`src/rtl/scfifo_s_core.sv`:
```
// Single-clock FIFO with registered usedw/status flags, normal or show-ahead read
// mode, and optional write-when-full / read-when-empty guarding.
module scfifo_s_core #(
    parameter int    LOG_DEPTH          = 5,
    parameter int    WIDTH              = 20,
    parameter int    ALMOST_FULL_VALUE  = 30,
    parameter int    ALMOST_EMPTY_VALUE = 2,
    parameter int    SHOW_AHEAD         = 0,
    parameter string FAMILY             = "S10",
    parameter int    OVERFLOW_CHECKING  = 0,
    parameter int    UNDERFLOW_CHECKING = 0
) (
    input  logic                 clock,
    input  logic                 aclr,
    input  logic                 sclr,
    input  logic [WIDTH-1:0]     data,
    input  logic                 wrreq,
    input  logic                 rdreq,
    output logic [WIDTH-1:0]     q,
    output logic [LOG_DEPTH-1:0] usedw,
    output logic                 empty,
    output logic                 full,
    output logic                 almost_empty,
    output logic                 almost_full
);

    localparam int                   DEPTH  = 1 << LOG_DEPTH;
    localparam logic [LOG_DEPTH-1:0] ONE    = LOG_DEPTH'(1);
    localparam logic [LOG_DEPTH-1:0] CAP    = LOG_DEPTH'(DEPTH - 1);
    localparam logic [LOG_DEPTH-1:0] AF_LVL = LOG_DEPTH'(ALMOST_FULL_VALUE);
    localparam logic [LOG_DEPTH-1:0] AE_LVL = LOG_DEPTH'(ALMOST_EMPTY_VALUE);

    logic [LOG_DEPTH-1:0] wr_ptr_q, wr_ptr_d;
    logic [LOG_DEPTH-1:0] rd_ptr_q, rd_ptr_d;
    logic [LOG_DEPTH-1:0] usedw_q, usedw_d;
    logic [LOG_DEPTH-1:0] ram_cnt_q, ram_cnt_d;
    logic [WIDTH-1:0]     q_q, q_d;
    logic [WIDTH-1:0]     s1_data_q, s1_data_d;
    logic                 s1_vld_q, s1_vld_d;
    logic                 s2_vld_q, s2_vld_d;
    logic                 empty_q, empty_d;
    logic                 full_q, full_d;
    logic                 ae_q, ae_d;
    logic                 af_q, af_d;

    logic                 rd_ok, wr_ok, ram_we;
    logic                 pop, s2_load, fetch;
    logic [WIDTH-1:0]     ram_rdata;

    // A read while full frees a slot, so the paired write is still accepted.
    assign rd_ok  = rdreq && ((UNDERFLOW_CHECKING == 0) || !empty_q);
    assign wr_ok  = wrreq && ((OVERFLOW_CHECKING == 0) || !full_q || rd_ok);
    assign ram_we = wr_ok && !sclr;

    generate
        if (FAMILY == "Other") begin : g_ram_generic
            logic [WIDTH-1:0] mem [DEPTH];
            always_ff @(posedge clock) begin
                if (ram_we) mem[wr_ptr_q] <= data;
            end
            assign ram_rdata = mem[rd_ptr_q];
        end else begin : g_ram_block
            (* ramstyle = "M20K" *) logic [WIDTH-1:0] mem [DEPTH];
            always_ff @(posedge clock) begin
                if (ram_we) mem[wr_ptr_q] <= data;
            end
            assign ram_rdata = mem[rd_ptr_q];
        end
    endgenerate

    always_comb begin
        wr_ptr_d  = wr_ptr_q;
        rd_ptr_d  = rd_ptr_q;
        usedw_d   = usedw_q;
        ram_cnt_d = ram_cnt_q;
        q_d       = q_q;
        s1_data_d = s1_data_q;
        s1_vld_d  = s1_vld_q;
        s2_vld_d  = s2_vld_q;
        pop       = 1'b0;
        s2_load   = 1'b0;
        fetch     = 1'b0;

        if (wr_ok) wr_ptr_d = wr_ptr_q + ONE;

        if (wr_ok && !rd_ok)      usedw_d = usedw_q + ONE;
        else if (rd_ok && !wr_ok) usedw_d = usedw_q - ONE;

        if (SHOW_AHEAD == 0) begin
            if (rd_ok) begin
                q_d      = ram_rdata;
                rd_ptr_d = rd_ptr_q + ONE;
            end
            empty_d = (usedw_d == '0);
        end else begin
            // Two-stage prefetch: RAM -> s1 -> q. q holds the head while s2 is valid.
            pop     = rd_ok && s2_vld_q;
            s2_load = s1_vld_q && (!s2_vld_q || pop);
            fetch   = (ram_cnt_q != '0) && (!s1_vld_q || s2_load);

            if (s2_load) begin
                q_d      = s1_data_q;
                s2_vld_d = 1'b1;
            end else if (pop) begin
                s2_vld_d = 1'b0;
            end

            if (fetch) begin
                s1_data_d = ram_rdata;
                s1_vld_d  = 1'b1;
                rd_ptr_d  = rd_ptr_q + ONE;
            end else if (s2_load) begin
                s1_vld_d  = 1'b0;
            end

            if (wr_ok && !fetch)      ram_cnt_d = ram_cnt_q + ONE;
            else if (fetch && !wr_ok) ram_cnt_d = ram_cnt_q - ONE;

            empty_d = !s2_vld_d;
        end

        full_d = (usedw_d == CAP);
        af_d   = (usedw_d >= AF_LVL);
        ae_d   = (usedw_d < AE_LVL);

        if (sclr) begin
            wr_ptr_d  = '0;
            rd_ptr_d  = '0;
            usedw_d   = '0;
            ram_cnt_d = '0;
            q_d       = '0;
            s1_data_d = '0;
            s1_vld_d  = 1'b0;
            s2_vld_d  = 1'b0;
            empty_d   = 1'b1;
            full_d    = 1'b0;
            ae_d      = 1'b1;
            af_d      = 1'b0;
        end
    end

    always_ff @(posedge clock or posedge aclr) begin
        if (aclr) begin
            wr_ptr_q  <= '0;
            rd_ptr_q  <= '0;
            usedw_q   <= '0;
            ram_cnt_q <= '0;
            q_q       <= '0;
            s1_data_q <= '0;
            s1_vld_q  <= 1'b0;
            s2_vld_q  <= 1'b0;
            empty_q   <= 1'b1;
            full_q    <= 1'b0;
            ae_q      <= 1'b1;
            af_q      <= 1'b0;
        end else begin
            wr_ptr_q  <= wr_ptr_d;
            rd_ptr_q  <= rd_ptr_d;
            usedw_q   <= usedw_d;
            ram_cnt_q <= ram_cnt_d;
            q_q       <= q_d;
            s1_data_q <= s1_data_d;
            s1_vld_q  <= s1_vld_d;
            s2_vld_q  <= s2_vld_d;
            empty_q   <= empty_d;
            full_q    <= full_d;
            ae_q      <= ae_d;
            af_q      <= af_d;
        end
    end

    assign q            = q_q;
    assign usedw        = usedw_q;
    assign empty        = empty_q;
    assign full         = full_q;
    assign almost_empty = ae_q;
    assign almost_full  = af_q;

endmodule

```
`config.mk`:
```
export PLATFORM = sky130hd
export DESIGN_NAME = scfifo_s_core
export DESIGN_NICKNAME = d
export VERILOG_FILES = /design/src/rtl/scfifo_s_core.sv
export SDC_FILE = /design/constraint.sdc
export NUM_CORES = 1
export LEC_CHECK = 0
export ABC_AREA = 0
export BUFFER_PORTS_ARGS = -buffer_cell sky130_fd_sc_hd__buf_2
export CORE_MARGIN = 2
export CORE_UTILIZATION = 25
export CTS_BUF_LIST = sky130_fd_sc_hd__clkbuf_4 sky130_fd_sc_hd__clkbuf_8
export DETAILED_ROUTE_END_ITERATION = 8
export GPL_TIMING_DRIVEN = 0
export SKIP_LAST_GASP = 1
export SYNTH_ARGS = -nofsm -noshare
export SYNTH_HDL_FRONTEND = slang
export SYNTH_SLANG_ARGS = --single-unit
```
`constraint.sdc`:
```
create_clock -name clock -period 5.5 [get_ports clock]
set_input_delay 1.1 -clock clock [delete_from_list [all_inputs] [get_ports clock]]
set_output_delay 1.1 -clock clock [all_outputs]
set_load 0.005 [all_outputs]
```
# Word level (Yosys, flattened, before mapping)
# Memory sizes are Yosys's and may differ from the RTL's.
# Index checks and enable logic that the tools add are counted.
# totals
memories	1
ramBits	640
elab_cells	40
input_bits	25
register_bits	39
out_inout_bits	29
# classes
n_mux	15
eq_ne	1
magnitude_cmp	2
n_addsub	4
reduce_logical	9
# memory_table
name	words	word_bits	rd	rd_ports_with_merged_regs	wr	line	text
g_ram_block.mem	32	20	1	0	1	63	(* ramstyle = "M20K" *) logic [WIDTH-1:0] mem [DEPTH];
# ops
cell	count
two-way mux 20 bit	2
two-way mux 5 bit	7
adder 5 x 1 -> 5 bit, second input constant	3
two-way mux 1 bit	6
equality test 5 bit, second input constant	1
>= comparator 5 bit, second input constant	1
logical NOT 5 bit	1
less-than comparator 5 x 2 -> 1 bit, second input constant	1
subtractor 5 x 1 -> 5 bit, second input constant	1
nonzero test 2 bit	2
logical AND 1 bit	3
logical NOT 1 bit	3

# Logic depth before layout (Yosys ltp)
# logic_depth
word_depth	6
mapped_depth	9
ltp_nobuf	7

# Worst setup path after synthesis
# OpenSTA, ideal clock, no wires.
# synth_path
kind	input -> register
startpoint	in wrreq
endpoint	mem g_ram_block.mem[30][0] (enable)
path_slack_ns	2.511
t_required_ns	5.103
setup_ns	0.397
arrival_ns	2.593
n_path_buf	1
cell_stages	4
path_cell_list	buf_2 > nor2b_1 > nand2_1 > nor2_1
# synth_between
elab_chain_cells	3
# synth_lines
item	line	text
start, declared	17	input logic wrreq,
logical AND 1 bit	53	assign ram_we = wr_ok && !sclr;
two-way mux 1 bit	65	if (ram_we) mem[wr_ptr_q] <= data;
two-way mux 1 bit (implied by the code)	65	
end, declared	63	
# No other way between the ends.

# Final worst setup path
# layout_path
startpoint	in sclr
endpoint	mem g_ram_block.mem[9][15] (enable)
# layout_between
elab_chain_cells	4
# layout_lines
item	line	text
start, declared	15	input logic sclr,
logical NOT 1 bit	53	
logical AND 1 bit	53	
two-way mux 1 bit	65	
two-way mux 1 bit (implied by the code)	65	
# No other way between the ends.

==> metrics.yaml <==
clock_sinks: 679
syn_area_um2: 26650
num_rows: 119
worstReg2RegEnd: "q[13]"
worst_slack_ps: 2448
crit_path_end_kind: "flop"
path_clk_slew_ps: 70
muxShareOfSynthArea_pct: 13.36
stdcell_area_um2: 31380
ios: 54
place_area_um2: 29250
slew-limit-headroom_pct: 37.11
rr_startpoint: "rd_ptr_q[2]"
cap_viol_max_count: 0
crit_fanout: 13
arrival_ps: 3500
synth_fa_ha_area_share_pct: 0.3287
h-tree-depth: 3
synth_warnings: 0
cts.root.buffer_cell: "clkbuf_8"
grt_first_pass_wirelength_um: 100100
post_cts_buffers: 0
peakVddDrop_mv: 0.2091
layout-drive-gt1-share_pct: 28.42
grt-ovfl-total: 0
nets: 1575
numCtsBuffers: 102
grt_pass1_vias: 14270
dp_hpwl_um: 46570
drtPass1Iterations: 5
place.gp.congestion: 0.9397
syn_inst: 1360
p_leak_nw: 9.821
yosysUniqueCellTypes: 52
track_usage_pct: 12.76
area_growth_pct: 17.75
reg2reg_slack_ps: 2920
port_buffers: 51
synthTopCellsByArea: "edfxtp_1 (72%), mux4_2 (8.1%), mux2i_1 (4.1%)"
drcViolationCount: 0
criticalPathCategory: "primary input to flop"
ctsHoldBuffers: 0
viasPerCell: 4.672
setup_viol: 0
dieArea_um2: 109200
synth_ff_type: "edfxtp_1"
tns_ps: 0
core_area_um2: 105600
synthTopCellsByCount: "edfxtp_1 (640), mux2i_1 (109), mux4_2 (96), nor2_1 (64), a21oi_1 (51)"
timing_hold_violations_final: 0
ctsResizeCount: 0
synth_seq_cells: 679
num_vias: 14129
drv_slew: 0
clk_path_buf_depth: 3
preCtsSetupSlack_ps: 1771
fin_cells: 3024
clock_skew_ps: 64.55
synth_top_family_by_area: "multiplexers"
grt_max_degree: 40
yosysMostFrequentCell: "edfxtp_1"
initial_core_util_pct: 25.24
tightest_slew_ps: 942.4
wl_um: 69880
period_needed_ps: 3052
dp.cells: 2830
period_share_pct: 55.49
synthArstFlopShare_pct: 5.744
die_x_um: 330.5
antenna_found_initial: 6
first_iter_violations: 1509
yosysTopAreaCellShare_pct: 72.12
power_density_nw_per_um2: 343.1
cp_data_required_time_ps: 5940
synth_compound_area_share_pct: 5.123
yosys.area_share.xor_xnor_pct: 0.3944
cts_tree: "yes"
avgSynthCellArea_um2: 19.59
hold_path.class: "primary input to async pin"
status: "finished, final reports clean"
rsz0062_at_grt: "no"
netlist.top_cell.by_area: "edfxtp_1"
start_kind: "primary input"
synth_fp_nets: 1392
synth-simple-area-share_pct: 3.010
die_y_um: 330.5
ff2ff_path_depth: 8
final_util_pct: 29.72
fmax_ghz: 0.3277
postRouteAntennaNets: 0
ys_seq_area_share_pct: 75.79
wl_per_cell_um: 23.11
worstSkewPairLatency_ps: 740
synth_edf_count: 640
## report_power, final
group	switching (mW)	leakage [nW]	internal (mW)	total, mW
clock network	1.97	1.12	2.28	4.26
logic	0.466	2.43	0.291	0.758
registers	0.0512	6.27	5.70	5.75
## critical path, stage by stage
cell      delay, ps
buf_2           170
clkbuf_1        350
nor2b_1         360
nand2_1         400
nor2_2          850
buf_8           240
## logic make-up (layout without fill, tap and decap cells)
logic type | Yosys count | in the layout
other | 0 | 4
multiplexers | 224 | 224
adder cells (fa/ha/maj) | 7 | 7
XOR/XNOR | 12 | 12
AND/OR/NAND/NOR | 165 | 165
flip-flops | 679 | 679
buffers and inverters | 88 | 357
AO/OA/AOI/OAI | 185 | 185
## metrics by stage
| stage | hold WS (ps) | power (mW) |
|---|---|---|
| 4_1_cts | 560.4 | 10.85 |
| 3_3_place_gp | 580.0 | 6.589 |
| 3_5_place_dp | 621.8 | 6.614 |
| 5_1_grt | 631.0 | 11.13 |
| 2_1_floorplan | 558.9 | 6.277 |
| 6_report | 580.0 | 10.77 |
## registers in the layout, indices dropped and copies added, names as in the netlist
name             cells
g_ram_block.mem    640
almost_full          1
q                   20
wr_ptr_q             5
empty                1
full                 1
usedw                5
almost_empty         1
rd_ptr_q             5
## layer usage
layer	share of wire, %	vias up	GRT usage, %
met1	43	7415	17.36
li1	-	5950	-
met5	0.079	-	0
met3	9.0	132	3.911
met4	2.3	8	3.315
met2	46	624	19.79
## cell type report
class / instances / area [µm²]
Buffer: 81 / 503.0
Tap cell: 1391 / 1740
Inverter: 7 / 26.28
Clock buffer: 156 / 1828
Sequential cell: 679 / 20200
Multi-Input combinational cell: 593 / 6021
Timing Repair Buffer: 79 / 763.2
Fill cell: 10235 / 74190
Clock inverter: 34 / 289.0
Antenna cell: 4 / 10.01
## how the worst max path moves through the flow
stage                             end  cells after the start  slack (ps)   from
6_report       g_ram_block.mem[9][15]                      6        2450   sclr
5_1_grt        g_ram_block.mem[9][19]                      6        2400   sclr
4_1_cts        g_ram_block.mem[9][19]                      6        2560   sclr
3_5_place_dp   g_ram_block.mem[9][14]                      6        1770   sclr
3_3_place_gp   g_ram_block.mem[10][9]                      5        1050   sclr
2_1_floorplan  g_ram_block.mem[30][0]                      4        2510  wrreq
## placed cells by master (no fill, tap or decap), drive strengths merged, types with 2 or more instances in the layout
cell / instances
a211oi: 20
a21oi: 51
a221o: 13
a221oi: 26
a22o: 2
a22oi: 33
a311oi: 6
a31oi: 6
and2: 4
buf: 131
bufinv: 3
clkbuf: 185
clkinv: 23
clkinvlp: 3
dfrtp: 37
dfstp: 2
diode: 4
edfxtp: 640
ha: 7
inv: 12
mux2: 15
mux2i: 109
mux4: 100
nand2: 25
nand2b: 10
nand3: 21
nand3b: 3
nand4: 4
nor2: 64
nor2b: 25
nor3b: 2
o21ai: 21
or3b: 2
xnor2: 5
xor2: 7
(Power assumes the default switching activity.)
